## src/rtl/sync_fifo_param.sv

```systemverilog
// Single-clock FIFO with arbitrary depth, programmable almost-full/almost-empty
// thresholds, occupancy count, synchronous flush and optional FWFT read mode.
module sync_fifo_param #(
    parameter int DATA_WIDTH = 16,
    parameter int DEPTH      = 8,
    parameter int AF_THRESH  = DEPTH - 1,
    parameter int AE_THRESH  = 1,
    parameter bit FWFT       = 1'b0,
    parameter int CW         = $clog2(DEPTH + 1)
) (
    input  logic                  clk,
    input  logic                  rst,
    input  logic                  flush,
    input  logic                  wr_en,
    input  logic [DATA_WIDTH-1:0] data_in,
    input  logic                  rd_en,
    output logic [DATA_WIDTH-1:0] data_out,
    output logic                  rd_valid,
    output logic                  wr_ack,
    output logic                  overflow,
    output logic                  underflow,
    output logic                  full,
    output logic                  almostfull,
    output logic                  empty,
    output logic                  almostempty,
    output logic [CW-1:0]         count
);

    localparam int PW = (DEPTH > 2) ? $clog2(DEPTH) : 1;
    localparam logic [CW-1:0] DEPTH_C = CW'(DEPTH);
    localparam logic [CW-1:0] AF_C    = CW'(AF_THRESH);
    localparam logic [CW-1:0] AE_C    = CW'(AE_THRESH);

    if (DEPTH < 2 || AE_THRESH < 1 || AE_THRESH >= AF_THRESH || AF_THRESH > DEPTH - 1) begin : g_bad_params
        $error("sync_fifo_param: illegal DEPTH/AF_THRESH/AE_THRESH combination");
    end

    logic [DATA_WIDTH-1:0] mem_q [DEPTH];
    logic [PW-1:0]         wr_ptr_q, wr_ptr_d;
    logic [PW-1:0]         rd_ptr_q, rd_ptr_d;
    logic [CW-1:0]         count_q, count_d;
    logic [DATA_WIDTH-1:0] data_q, data_d;
    logic                  rv_q, rv_d;
    logic                  ack_q, ack_d;
    logic                  ovf_q, ovf_d;
    logic                  udf_q, udf_d;
    logic                  rd_acc, wr_acc;

    // Explicit wrap so non-power-of-two depths never index past the last entry.
    function automatic logic [PW-1:0] ptr_inc(input logic [PW-1:0] p);
        return (p == PW'(DEPTH - 1)) ? '0 : p + 1'b1;
    endfunction

    assign rd_acc = rd_en && (count_q != '0);
    assign wr_acc = wr_en && ((count_q != DEPTH_C) || rd_acc);

    always_comb begin
        wr_ptr_d = wr_ptr_q;
        rd_ptr_d = rd_ptr_q;
        count_d  = count_q;
        data_d   = data_q;
        rv_d     = 1'b0;
        ack_d    = 1'b0;
        ovf_d    = 1'b0;
        udf_d    = 1'b0;
        if (flush) begin
            wr_ptr_d = '0;
            rd_ptr_d = '0;
            count_d  = '0;
        end else begin
            ack_d = wr_acc;
            ovf_d = wr_en && !wr_acc;
            udf_d = rd_en && !rd_acc;
            rv_d  = rd_acc;
            if (wr_acc) wr_ptr_d = ptr_inc(wr_ptr_q);
            if (rd_acc) begin
                rd_ptr_d = ptr_inc(rd_ptr_q);
                data_d   = mem_q[rd_ptr_q];
            end
            case ({wr_acc, rd_acc})
                2'b10:   count_d = count_q + 1'b1;
                2'b01:   count_d = count_q - 1'b1;
                default: count_d = count_q;
            endcase
        end
    end

    always_ff @(posedge clk) begin
        if (rst) begin
            wr_ptr_q <= '0;
            rd_ptr_q <= '0;
            count_q  <= '0;
            data_q   <= '0;
            rv_q     <= 1'b0;
            ack_q    <= 1'b0;
            ovf_q    <= 1'b0;
            udf_q    <= 1'b0;
        end else begin
            wr_ptr_q <= wr_ptr_d;
            rd_ptr_q <= rd_ptr_d;
            count_q  <= count_d;
            data_q   <= data_d;
            rv_q     <= rv_d;
            ack_q    <= ack_d;
            ovf_q    <= ovf_d;
            udf_q    <= udf_d;
        end
    end

    always_ff @(posedge clk) begin
        if (!rst && !flush && wr_acc) mem_q[wr_ptr_q] <= data_in;
    end

    assign full        = (count_q == DEPTH_C);
    assign empty       = (count_q == '0);
    assign almostfull  = (count_q >= AF_C) && !full;
    assign almostempty = !empty && (count_q <= AE_C);
    assign count       = count_q;
    assign wr_ack      = ack_q;
    assign overflow    = ovf_q;
    assign underflow   = udf_q;

    // FWFT shows the head entry live; when empty it falls back to the last popped word.
    if (FWFT) begin : g_fwft
        assign data_out = empty ? data_q : mem_q[rd_ptr_q];
        assign rd_valid = !empty;
    end else begin : g_std
        assign data_out = data_q;
        assign rd_valid = rv_q;
    end

endmodule
```

## config.mk

```make
export PLATFORM = sky130hd
export DESIGN_NAME = sync_fifo_param
export DESIGN_NICKNAME = d
export VERILOG_FILES = /design/src/rtl/sync_fifo_param.sv
export SDC_FILE = /design/constraint.sdc
export NUM_CORES = 1
export LEC_CHECK = 0
export CAP_MARGIN = 0
export CORE_UTILIZATION = 60
export CTS_CLUSTER_DIAMETER = 30
export DETAILED_ROUTE_END_ITERATION = 8
export GPL_TIMING_DRIVEN = 0
export PLACE_DENSITY = 0.9
export SYNTH_ARGS = -nofsm -noshare
export SYNTH_HDL_FRONTEND = slang
export SYNTH_SLANG_ARGS = --single-unit
```

## constraint.sdc

```tcl
create_clock -name clk -period 5.12 [get_ports clk]
set_input_delay 1.024 -clock clk [delete_from_list [all_inputs] [get_ports clk]]
set_output_delay 1.024 -clock clk [all_outputs]
set_load 0.02 [all_outputs]
```

==> run summary, run 1 <==
status - completed
multiplexer share of the synthesized area - 11.8%
final period utilization - 70.8%
Crit path arrival time - 2.60 ns
synth warn - 0
# setup viols final - 0
adder-cell share of the synthesized area - 1.42%
ANT nets after route - 0
CTS Buffer Depth - 2
worst-skew pair later-pin latency - 0.52 ns
dominant cells by area after synthesis - edfxtp_1, mux4_2, dfxtp_1
Post-Synth Simple-Gate Area - 7.36%
min Tclk post-route - 3.62 ns
drt via density - 6.23
Area Overhead vs Synth - 21.3%
Mapped Avg Cell Area - 18.5 um2
IO Pins - 49
largest fanout on the critical path - 8
Worst setup SP type - register
Worst setup EP type - output pin
worst setup path startpoint - count[1]$_SDFFE_PP0P_
initial antenna violation count - 0
post-route cell area - 7510 um2
Worst path slowest cell - clkdlybuf4s50_1
flop-to-flop setup slack - 2.27 ns
Slew HR - 32.5%
final hold vios - 0
Synth Area in XOR/XNOR - 0.142%
Critical R2R Launch - count[0]$_SDFFE_PP0P_
Data required, critical path - 4.10 ns
most frequent cells in the layout - edfxtp_1, clkdlybuf4s50_1, mux4_2, dfxtp_1
Fmax - 276 MHz
RSZ-0062 raised after global routing - no
LEAKAGE - 2.45 nW
TritonRoute pass-1 iters - 5
FF+latch count, synth - 158
DRC errors left - 0
DR iter-0 viols - 358
Tightest Hold Check Type - reg2reg
Setup Crit Path Kind - reg2out
first-pass GRT wire length - 19700 um
Max Cap Viol - 0
# port buffers - 48
routed wire length - 12700 um
power density over the cells - 370 nW/um2
Synth cell types - 46
Die Height - 104 um
antenna cell count - 0
most common cell after layout, fill and taps aside - edfxtp_1
post-synthesis sequential area ratio - 71.8%
share of layout cells above drive strength 1 - 22.0%
EDFF count, synth - 128
pin count of the biggest net entering global routing - 17
Routability Congestion - 0.870
clock sinks - 158
leading area contributor after synthesis - edfxtp_1
Tot Pwr - 2.78 mW
site row count - 36
Detail Placement HPWL - 7640 um
grt ovf - 0
Post-Syn Instances - 334
async set-reset flop share out of synthesis - 0%
Yosys top cell area share - 62.1%
placed cell areas - 6910 um2
CTS tree - built
synthesized cell area - 6190 um2
DIE WIDTH - 104 um
global-route usage over all layers - 25.4%
Buf+Inv Stages, Crit Path - 4
die area - 10700 um2
complex-gate fraction of the synthesized area - 5.30%
Max VDD drop - 0.239 mV
max incr delay on CP - 0.62 ns
CTS Hold Bufs - 0
Final WS setup - 1.50 ns
most used flip-flop cell after synthesis - edfxtp_1
actual slew at the worst max-slew pin - 1.01 ns
Root Buffer - clkbuf_8
setup bufs post-CTS - 0
Crit path max-delay family - buffers and inverters
fill count - 505
post-CTS resize count - 0
Vias - 3434
Worst path most repeated cell - inv_1
Final Net Count - 433
Worst-path clk slew - 0.07 ns
hold_sp - data_out[4]$_SDFFE_PP0P_
critical path, cell by cell - inv_1 > ha_1 > or3b_1 > buf_6 > inv_1 > clkdlybuf4s50_1
post-synthesis net count - 362
vias in the first global route - 3585
DR WL/cell - 23.1 um
main combinational cell family by area after synthesis - multiplexers
pre-CTS WS - 1.27 ns
core area - 9860 um2
count of pins over their slew limit - 0
Setup TNS - 0 ns
CTS Buf Count - 17
Setup Skew - 0.0116 ns
initial core utilization - 62.7%
H-Tree Depth - 4
-- path summary, 6_finish.rpt --
kind | endpoint | depth (start not counted)
hold / removal | data_out[4]$_SDFFE_PP0P_ | 1
hold reg to reg | data_out[4]$_SDFFE_PP0P_ | 1
setup / recovery | empty | 6
setup reg to reg | mem_q[1][6]$_DFFE_PP_ | 7
-- stage by stage --
step                std cells  hold WS (ns)  util [%]
detailed placement        519         0.474      70.1
global placement          515         0.468      69.3
finish                    551         0.484      76.1
global route              551         0.498      76.1
floorplan                 334         0.470         -
CTS                       551         0.489      76.1
-- flip-flops by register name, indices dropped and copies added, names as in the netlist --
signal / count
rd_valid: 1
wr_ptr_q: 3
wr_ack: 1
data_out: 16
rd_ptr_q: 3
overflow: 1
count: 4
mem_q: 128
underflow: 1
-- cell type report --
cell class	count	area, um2	area share (%)
buffer	17	115	1.53
clock buffer	19	432	5.75
clock inverter	13	163	2.17
inverter	5	18.8	0.250
multi-input combinational	154	1640	21.8
sequential	158	4440	59.2
tap	133	166	2.22
timing repair buffer	52	533	7.10
-- metal layers --
| metal | global-route usage, % | share of wire (%) | vias up |
|---|---|---|---|
| met1 | 31.3 | 39 | 1735 |
| met3 | 6.48 | 6.5 | 33 |
| met4 | 12.6 | 3.0 | 0 |
| met2 | 42.1 | 51 | 162 |
| met5 | 0 | 0 | - |
| li1 | - | - | 1504 |
-- power breakdown --
part / total, mW / internal, mW / switching, mW / leakage [nW]
Clock: 1.25 / 0.757 / 0.496 / 0.285
Sequential: 1.40 / 1.40 / 0.00591 / 1.40
Combinational: 0.119 / 0.0525 / 0.0665 / 0.772
-- cell usage after synthesis, types with 4 or more instances --
cell      instances
edfxtp_1        128
mux4_2           32
dfxtp_1          30
a221o_1          16
nor2b_1          16
nor2_1           13
nand2_1          12
a21oi_1          10
ha_1              7
buf_6             6
clkbuf_1          6
buf_2             5
inv_1             4
nand2b_1          4
nor3_1            4
-- cells by family (layout without fill, tap and decap cells) --
group,count (synthesis),in the layout
flip-flops,158,158
buffers and inverters,22,106
AND/OR/NAND/NOR,74,74
adder cells (fa/ha/maj),7,7
XOR/XNOR,1,1
AO/OA/AOI/OAI,39,39
multiplexers,33,33
No activity file was read; power rests on OpenSTA's default activity.
==> inputs of run 2 (changes only) <==
Settings changed: CORE_UTILIZATION 60 to 52, PLACE_DENSITY 0.9 to 0.83.
Clock period 5.12 ns to 3.3 ns, I/O delays scaled along.
==> run summary, run 2 (synthesis gave the netlist of run 1 again) <==
status - finished, violations left
violated checks - design-rule violations
DRC errors left - 2
CTS Buf Count - 17
Worst-path clk slew - 0.06 ns
ANT nets after route - 0
clock sinks - 158
post-route cell area - 7630 um2
Sequential Area - 4440 um2
site row count - 39
CP Depth - 6
die area - 12300 um2
share of layout cells above drive strength 1 - 22.4%
placed cell areas - 7000 um2
post-CTS resize count - 0
Crit path arrival time - 2.47 ns
worst-skew pair later-pin latency - 0.42 ns
Slew HR - 48.3%
DP Cell Count - 535
largest fanout on the critical path - 8
final period utilization - 94.9%
max FFs per register - 128
TritonRoute pass-1 iters - 8
worst reg2reg path depth - 7
Tot Pwr - 4.43 mW
most common cell after layout, fill and taps aside - edfxtp_1
# setup viols final - 0
CTS Buffer Depth - 2
final hold vios - 0
Tightest Hold Check Type - reg2reg
Root Buffer - clkbuf_16
DR iter-0 viols - 275
Cells on Worst Hold Path - 1
antenna cell count - 0
H-Tree Depth - 4
Buf+Inv Stages, Crit Path - 4
Max Cap Viol - 0
drt via density - 6.13
min Tclk post-route - 3.13 ns
Routability Congestion - 0.820
Crit path max-delay family - buffers and inverters
Worst setup SP type - register
DIE WIDTH - 111 um
Detail Placement HPWL - 8050 um
vias in the first global route - 3598
first-pass GRT wire length - 19300 um
Worst path most repeated cell - inv_1
LEAKAGE - 2.51 nW
pin count of the biggest net entering global routing - 17
max incr delay on CP - 0.61 ns
initial antenna violation count - 0
area of the multi-input gates - 1640 um2
setup bufs post-CTS - 0
Setup Crit Path Kind - reg2out
grt ovf - 0
most frequent cells in the layout - edfxtp_1, clkdlybuf4s50_1, mux4_2, dfxtp_1, clkbuf_16
Biggest register - mem_q
critical path, cell by cell - inv_1 > ha_1 > or3b_1 > buf_6 > inv_1 > clkdlybuf4s50_1
DR WL/cell - 22.3 um
Vias - 3474
worst hold slack - 0.484 ns
Data required, critical path - 2.64 ns
Max VDD drop - 0.725 mV
count of pins over their slew limit - 0
Worst path slowest cell - clkdlybuf4s50_1
final core occ - 66.3%
power density over the cells - 580 nW/um2
CTS tree - built
Final Net Count - 439
IO Pins - 49
Fmax - 319 MHz
Area Overhead vs Synth - 23.4%
actual slew at the worst max-slew pin - 0.776 ns
initial core utilization - 53.7%
fill count - 728
routed wire length - 12600 um
# port buffers - 48
non-filler cells, final - 567
global-route usage over all layers - 21.9%
RSZ-0062 raised after global routing - no
core area - 11500 um2
Setup Skew - 0.00588 ns
Die Height - 111 um
CTS Hold Bufs - 0
Worst setup EP type - output pin
-- run 2: cell types whose count changed in the layout (fill, tap and decap cells not counted), sizes merged --
cell / previous run / this run
buf: 15 / 21
bufinv: 3 / 5
clkbuf: 25 / 26
clkinv: 5 / 6
clkinvlp: 3 / 1
inv: 7 / 5
-- run 2: worst paths after layout --
check             slack, ns                     start                  endpoint
hold reg to reg        0.48  data_out[2]$_SDFFE_PP0P_  data_out[2]$_SDFFE_PP0P_
setup / recovery       0.17     count[1]$_SDFFE_PP0P_                     empty
hold / removal         0.48  data_out[2]$_SDFFE_PP0P_  data_out[2]$_SDFFE_PP0P_
setup reg to reg       0.62     count[0]$_SDFFE_PP0P_    mem_q[1][14]$_DFFE_PP_
-- run 2: report_power, final --
group	internal, mW	total [mW]	leakage [nW]	switching [mW]
registers	2.17	2.18	1.40	0.00957
logic	0.0821	0.185	0.812	0.103
clock network	1.34	2.06	0.305	0.726
total	3.59	4.43	2.51	0.838
-- run 2: cell type report --
| class | instances | share of cell area [%] |
|---|---|---|
| clock buffer | 20 | 5.72 |
| buffer | 17 | 1.51 |
| tap | 143 | 2.34 |
| clock inverter | 12 | 2.54 |
| inverter | 5 | 0.246 |
| sequential | 158 | 58.2 |
| timing repair buffer | 58 | 8.01 |
| multi-input combinational | 154 | 21.4 |
-- run 2: routing by layer --
layer	wire (um)	GRT usage, %	up-vias	part of all wire, %
met5	0	0	-	0
met4	323	12.3	0	2.6
met3	703	5.69	30	5.6
met2	6620	37.0	164	52
met1	5000	25.7	1766	40
li1	-	-	1514	-
-- run 2: stage by stage --
stage | setup TNS (ns) | setup slack [ns]
global placement | -88.72 | -1.36
CTS | 0 | 0.151
floorplan | 0 | 0.373
global route | 0 | 0.0659
detailed placement | 0 | 0.0202
finish | 0 | 0.167
